===== src/rtl/bht_predictor.sv =====
// IF-stage branch predictor: decodes jal/jalr/branch and predicts direction from a PC-indexed
// table of saturating counters. Define BHT_PREDICTOR_RAS_EN to add a return-address stack.
module bht_predictor #(
    parameter int ADDR_W    = 32,
    parameter int INDEX_W   = 8,
    parameter int CTR_W     = 2,
    parameter int RAS_DEPTH = 4
) (
    input  logic              clk,
    input  logic              rst_n,
    input  logic              rdy,
    input  logic              if_valid,
    input  logic [ADDR_W-1:0] if_pc,
    input  logic [31:0]       if_instr,
    output logic              is_jump_instr,
    output logic              predicted_jump,
    output logic [ADDR_W-1:0] predict_jump_pc,
    output logic              pred_valid,
    input  logic              upd_valid,
    input  logic [ADDR_W-1:0] upd_pc,
    input  logic              upd_taken
);

    localparam int TBL_SIZE = 2 ** INDEX_W;
    localparam logic [CTR_W-1:0] CTR_INIT = CTR_W'((2 ** (CTR_W - 1)) - 1);
    localparam logic [CTR_W-1:0] CTR_MAX  = {CTR_W{1'b1}};

    localparam logic [6:0] OP_JAL    = 7'd111;
    localparam logic [6:0] OP_JALR   = 7'd103;
    localparam logic [6:0] OP_BRANCH = 7'd99;

    logic [CTR_W-1:0]   ctr [TBL_SIZE];
    logic [INDEX_W-1:0] q_idx;
    logic [INDEX_W-1:0] u_idx;
    logic               upd_pc_unused;

    logic [6:0]         opcode;
    logic [20:0]        imm_j;
    logic [12:0]        imm_b;
    logic [ADDR_W-1:0]  pc_plus4;
    logic [ADDR_W-1:0]  jal_target;
    logic [ADDR_W-1:0]  br_target;

    logic               nxt_jump;
    logic               nxt_taken;
    logic [ADDR_W-1:0]  nxt_target;

    assign q_idx         = if_pc[INDEX_W+1:2];
    assign u_idx         = upd_pc[INDEX_W+1:2];
    assign upd_pc_unused = ^{upd_pc[ADDR_W-1:INDEX_W+2], upd_pc[1:0]};

    assign opcode     = if_instr[6:0];
    assign imm_j      = {if_instr[31], if_instr[19:12], if_instr[20], if_instr[30:21], 1'b0};
    assign imm_b      = {if_instr[31], if_instr[7], if_instr[30:25], if_instr[11:8], 1'b0};
    assign pc_plus4   = if_pc + ADDR_W'(4);
    assign jal_target = if_pc + {{(ADDR_W-21){imm_j[20]}}, imm_j};
    assign br_target  = if_pc + {{(ADDR_W-13){imm_b[12]}}, imm_b};

`ifdef BHT_PREDICTOR_RAS_EN
    localparam int RAS_PW = (RAS_DEPTH > 1) ? $clog2(RAS_DEPTH) : 1;
    localparam logic [RAS_PW-1:0] RAS_LAST = RAS_PW'(RAS_DEPTH - 1);
    localparam logic [RAS_PW:0]   RAS_FULL = (RAS_PW + 1)'(RAS_DEPTH);

    logic [ADDR_W-1:0] ras_mem [RAS_DEPTH];
    logic [RAS_PW-1:0] ras_ptr;    // next slot to write; top of stack is the slot before it
    logic [RAS_PW:0]   ras_cnt;
    logic [RAS_PW-1:0] ras_top;
    logic [RAS_PW-1:0] ras_ptr_inc;
    logic [4:0]        rd;
    logic [4:0]        rs1;
    logic              is_call;
    logic              is_ret;
    logic              ret_hit;

    assign rd          = if_instr[11:7];
    assign rs1         = if_instr[19:15];
    assign ras_top     = (ras_ptr == '0) ? RAS_LAST : ras_ptr - 1'b1;
    assign ras_ptr_inc = (ras_ptr == RAS_LAST) ? '0 : ras_ptr + 1'b1;
    assign is_call     = ((opcode == OP_JAL) || (opcode == OP_JALR)) &&
                         ((rd == 5'd1) || (rd == 5'd5));
    assign is_ret      = (opcode == OP_JALR) && (rd == 5'd0) && (rs1 == 5'd1);
    assign ret_hit     = is_ret && (ras_cnt != '0);

    always_ff @(posedge clk or negedge rst_n) begin
        if (!rst_n) begin
            ras_ptr <= '0;
            ras_cnt <= '0;
        end else if (rdy && if_valid) begin
            if (is_call) begin
                ras_ptr <= ras_ptr_inc;
                if (ras_cnt != RAS_FULL) ras_cnt <= ras_cnt + 1'b1;
            end else if (ret_hit) begin
                ras_ptr <= ras_top;
                ras_cnt <= ras_cnt - 1'b1;
            end
        end
    end

    // Entries need no reset: they are only read while the count says they were written.
    always_ff @(posedge clk) begin
        if (rdy && if_valid && is_call) ras_mem[ras_ptr] <= pc_plus4;
    end
`endif

    always_comb begin
        nxt_jump   = 1'b0;
        nxt_taken  = 1'b0;
        nxt_target = pc_plus4;
        case (opcode)
            OP_JAL: begin
                nxt_jump   = 1'b1;
                nxt_taken  = 1'b1;
                nxt_target = jal_target;
            end
            OP_BRANCH: begin
                nxt_jump  = 1'b1;
                nxt_taken = ctr[q_idx][CTR_W-1];
                if (ctr[q_idx][CTR_W-1]) nxt_target = br_target;
            end
            OP_JALR: begin
                nxt_jump = 1'b1;
`ifdef BHT_PREDICTOR_RAS_EN
                if (ret_hit) begin
                    nxt_taken  = 1'b1;
                    nxt_target = ras_mem[ras_top];
                end
`endif
            end
            default: ;
        endcase
    end

    // Query reads the counter before this edge's update lands, so same-index updates are not seen.
    always_ff @(posedge clk or negedge rst_n) begin
        if (!rst_n) begin
            for (int i = 0; i < TBL_SIZE; i++) ctr[i] <= CTR_INIT;
        end else if (rdy && upd_valid) begin
            if (upd_taken) begin
                if (ctr[u_idx] != CTR_MAX) ctr[u_idx] <= ctr[u_idx] + 1'b1;
            end else begin
                if (ctr[u_idx] != '0) ctr[u_idx] <= ctr[u_idx] - 1'b1;
            end
        end
    end

    always_ff @(posedge clk or negedge rst_n) begin
        if (!rst_n) begin
            is_jump_instr   <= 1'b0;
            predicted_jump  <= 1'b0;
            predict_jump_pc <= '0;
            pred_valid      <= 1'b0;
        end else if (rdy) begin
            if (if_valid) begin
                is_jump_instr   <= nxt_jump;
                predicted_jump  <= nxt_taken;
                predict_jump_pc <= nxt_target;
                pred_valid      <= 1'b1;
            end else begin
                pred_valid <= 1'b0;
            end
        end
    end

endmodule


===== config.mk =====
export PLATFORM = sky130hd
export DESIGN_NAME = bht_predictor
export DESIGN_NICKNAME = d
export VERILOG_FILES = /design/src/rtl/bht_predictor.sv
export SDC_FILE = /design/constraint.sdc
export NUM_CORES = 2
export LEC_CHECK = 0
export CAP_MARGIN = 20
export CORE_ASPECT_RATIO = 0.5
export CORE_MARGIN = 10
export CORE_UTILIZATION = 61
export DETAILED_ROUTE_END_ITERATION = 10
export GPL_ROUTABILITY_DRIVEN = 0
export GPL_TIMING_DRIVEN = 0
export PLACE_DENSITY = 0.8
export RECOVER_POWER = 100
export SYNTH_ARGS = -nofsm -noshare
export SYNTH_HDL_FRONTEND = slang
export SYNTH_SLANG_ARGS = --single-unit

===== constraint.sdc =====
create_clock -name clk -period 8.3 [get_ports clk]
set_input_delay 1.66 -clock clk [delete_from_list [all_inputs] [get_ports clk]]
set_output_delay 1.66 -clock clk [all_outputs]
set_load 0.01 [all_outputs]

==> flow_summary.toml <==
[job]
drv_cap = 1

[drt]
wl_per_cell_um = 27.9
viasPerCell = 6.95
drt_iter0_drc = 4396
wirelength_um = 106000
first_pass_iters = 9
drc_errors = 0
via_count = 26288
ant_nets = 0

[critical_path]
cp.required_ns = 8.82
cp.arrival_ns = 8.70
path_common_cell = "clkbuf_1"
crit_slowest_cell = "clkbuf_1"
endpoint_kind = "flip-flop"
slowest_delay_ns = 1.09
cp-start-kind = "primary input"
worstSetupPathType = "primary input to flip-flop"
cp_max_fo = 10
path_cells = "clkdlybuf4s50_1 -> clkbuf_2 -> clkbuf_1 -> clkbuf_2 -> clkinv_1 -> mux2i_1 -> mux2i_1 -> o221ai_2 -> o2111ai_1 -> a22o_1 -> clkbuf_1 -> clkbuf_1 -> a221oi_1 -> a21oi_1"

[timing]
worst_pin_slew_ns = 6.20
slew_viol_final = 110
fin_skew_ns = 0.0237
final_hold_viol_count = 0
rsz0062_at_grt = "no"
min_period_ns = 8.18
post-route-period-util_pct = 98.6
finalSetupViolCount = 0
tns_ns = 0
relSlewSlack_pct = -313
fmax_mhz = 122

[power]
ir_drop_mv = 0.139
internal-power_mw = 4.49
switching_share_pct = 29.3
leakage_nw = 13.8
pwr-share-comb_pct = 17.2
powerDensity_mw_per_mm2 = 182
p_sw_mw = 1.86
seqPwrFrac_pct = 45.3
p_clk_share_pct = 37.5

[place]
hpwl_um = 75000
portBuffers = 106
dpl_cell_area_mm2 = 0.0332

[clock_tree]
cts_tree = "done"
postCtsHoldBufs = 0
clkTransAtPathRegs_ns = 0.06
clockRootBuffer = "clkbuf_16"
h-tree-depth = 2
post_cts_resized = 0
clock_latency_ns = 0.61
numCtsBuffers = 49
post_cts_buffers = 0
cts_sinks = 547
clock_path_buffers = 3

[floorplan]
dieWidth_um = 339
num_rows = 58
die_h_um = 179
core_area_mm2 = 0.0502
io_pins = 137
dieArea_mm2 = 0.0608
start_util_pct = 61.7

[run_status]
violations = "max-capacitance violations, max-slew violations"
outcome = "finished with violations"

[synth]
async_reset_ff_share_pct = 100
ys_warn_count = 0
syn_area_mm2 = 0.0310
ys.flop_type = "dfrtp_1"
yosysSeqAreaShare_pct = 45.2
synthesis.instances = 2872
synth_seq_cells = 547
synth-edff-count = 0
ys_types = 72
synth.avg_cell_area_um2 = 10.8
syn_nets = 3022

[cells_and_area]
drive_above_1_share_pct = 26.5
area.growth.synth_to_final_pct = 12.3
finalInstanceArea_mm2 = 0.0348
multiInputGateArea_mm2 = 0.0160
seq_area_mm2 = 0.0140
n_fill_cell = 3539
fin_nets = 3198

[global_route]
track_usage_pct = 34.4
grt_pass1_wl_um = 159000
grt_overflow_total = 0
antenna_found_initial = 2
grt_pass1_vias = 26310
grt_max_degree = 126

[min_path]
hold_class = "flip-flop to flip-flop"
routing by layer:
layer | up-vias | routed length, µm | global-route usage (%)
met2 | 2082 | 45100 | 52.0
li1 | 10787 | - | -
met3 | 603 | 16000 | 15.3
met1 | 12814 | 36700 | 41.0
met5 | - | 54 | 1.39
met4 | 2 | 7720 | 20.1
cell families after synthesis:
group / Yosys count / share of synthesized area, %
compound gates: 631 / 11.7
xor+xnor: 78 / 2.20
buf+inv: 205 / 3.18
flops: 547 / 45.2
simple gates: 953 / 12.6
mux: 410 / 23.2
fa+ha+maj: 48 / 1.99
placed cells by master (no fill, tap or decap), types with 12 or more instances in the layout:
cell type        instances
nand2_1                402
nor2_1                 399
dfrtp_1                291
dfstp_2                256
o21ai_0                242
mux4_2                 229
a21oi_1                228
mux2_2                 159
clkbuf_1               128
clkdlybuf4s50_1         69
xnor2_1                 53
clkbuf_16               52
ha_1                    46
nand3_1                 40
dlygate4sd3_1           36
buf_2                   29
xor2_1                  25
inv_1                   24
nor3_1                  24
buf_4                   21
mux2i_1                 21
a221oi_1                20
a21o_1                  19
buf_6                   17
nor2b_1                 14
nand4_1                 13
a31oi_1                 13
o21bai_1                13
nand2b_1                12
stage by stage:
stage	power, mW	std cells	worst slack, ns	hold WS, ns	utilization (%)
finish	6.34	3781	0.119	0.478	69.3
CTS	6.30	3773	0.0222	0.480	69.3
global route	6.50	3778	0.106	0.493	69.3
global placement	3.92	3668	-18.08	0.462	65.6
detailed placement	3.96	3683	-0.583	0.470	66.1
floorplan	3.51	2872	1.84	0.456	-
layout make-up:
type,count,share of cell area (%)
Multi-Input combinational cell,2120,46.0
Sequential cell,547,40.3
Clock buffer,71,4.20
Timing Repair Buffer,125,3.75
Buffer,180,2.50
Tap cell,690,2.48
Clock inverter,19,0.493
Inverter,25,0.270
Antenna cell,4,0.0288
Yosys cell counts, types with 11 or more instances:
cell type  count  area [µm²]
a21o_1        19         143
a21oi_1      228        1140
a221oi_1      20         175
a31oi_1       13        81.3
buf_2         29         145
buf_4         22         165
buf_6         13         146
clkbuf_1     111         417
dfrtp_1      291        7280
dfstp_2      256        6730
ha_1          46         576
inv_1         24        90.1
mux2_2       160        1800
mux2i_1       20         200
mux4_2       229        5160
nand2_1      402        1510
nand2b_1      12        75.1
nand3_1       40         200
nand4_1       13        81.3
nor2_1       398        1490
nor2b_1       14        87.6
nor3_1        29         145
o21ai_0      237        1190
o21bai_1      13        97.6
o22ai_1       11        68.8
xnor2_1       53         464
xor2_1        25         219
worst max-delay path, delay by kind of cell:
kind / cells / cell delay, ns
buffers and inverters: 7 / 4.81
AO/OA/AOI/OAI: 5 / 1.31
multiplexers: 2 / 0.87
power groups by stage:
| stage | clock (mW) | combinational (mW) | sequential [mW] |
|---|---|---|---|
| finish | 2.38 | 1.09 | 2.88 |
| global route | 2.47 | 1.14 | 2.89 |
| CTS | 2.37 | 1.06 | 2.87 |
| detailed placement | 0 | 1.05 | 2.92 |
| global placement | 0 | 1.01 | 2.91 |
| floorplan | 0 | 0.607 | 2.91 |
final timing paths:
kind,startpoint,endpoint,slack [ns],depth (start not counted)
hold / removal,flip-flop,flip-flop,0.48,2
setup reg to reg,flip-flop,ctr[379]$_DFFE_PN0P_,2.82,15
min in group asynchronous,rst_n,predict_jump_pc[14]$_DFFE_PN0P_,3.36,1
max in group asynchronous,rst_n,ctr[475]$_DFFE_PN0P_,1.26,3
setup / recovery,if_pc[2],predict_jump_pc[25]$_DFFE_PN0P_,0.12,14
hold reg to reg,flip-flop,flip-flop,0.48,2
(Power assumes the default switching activity.)
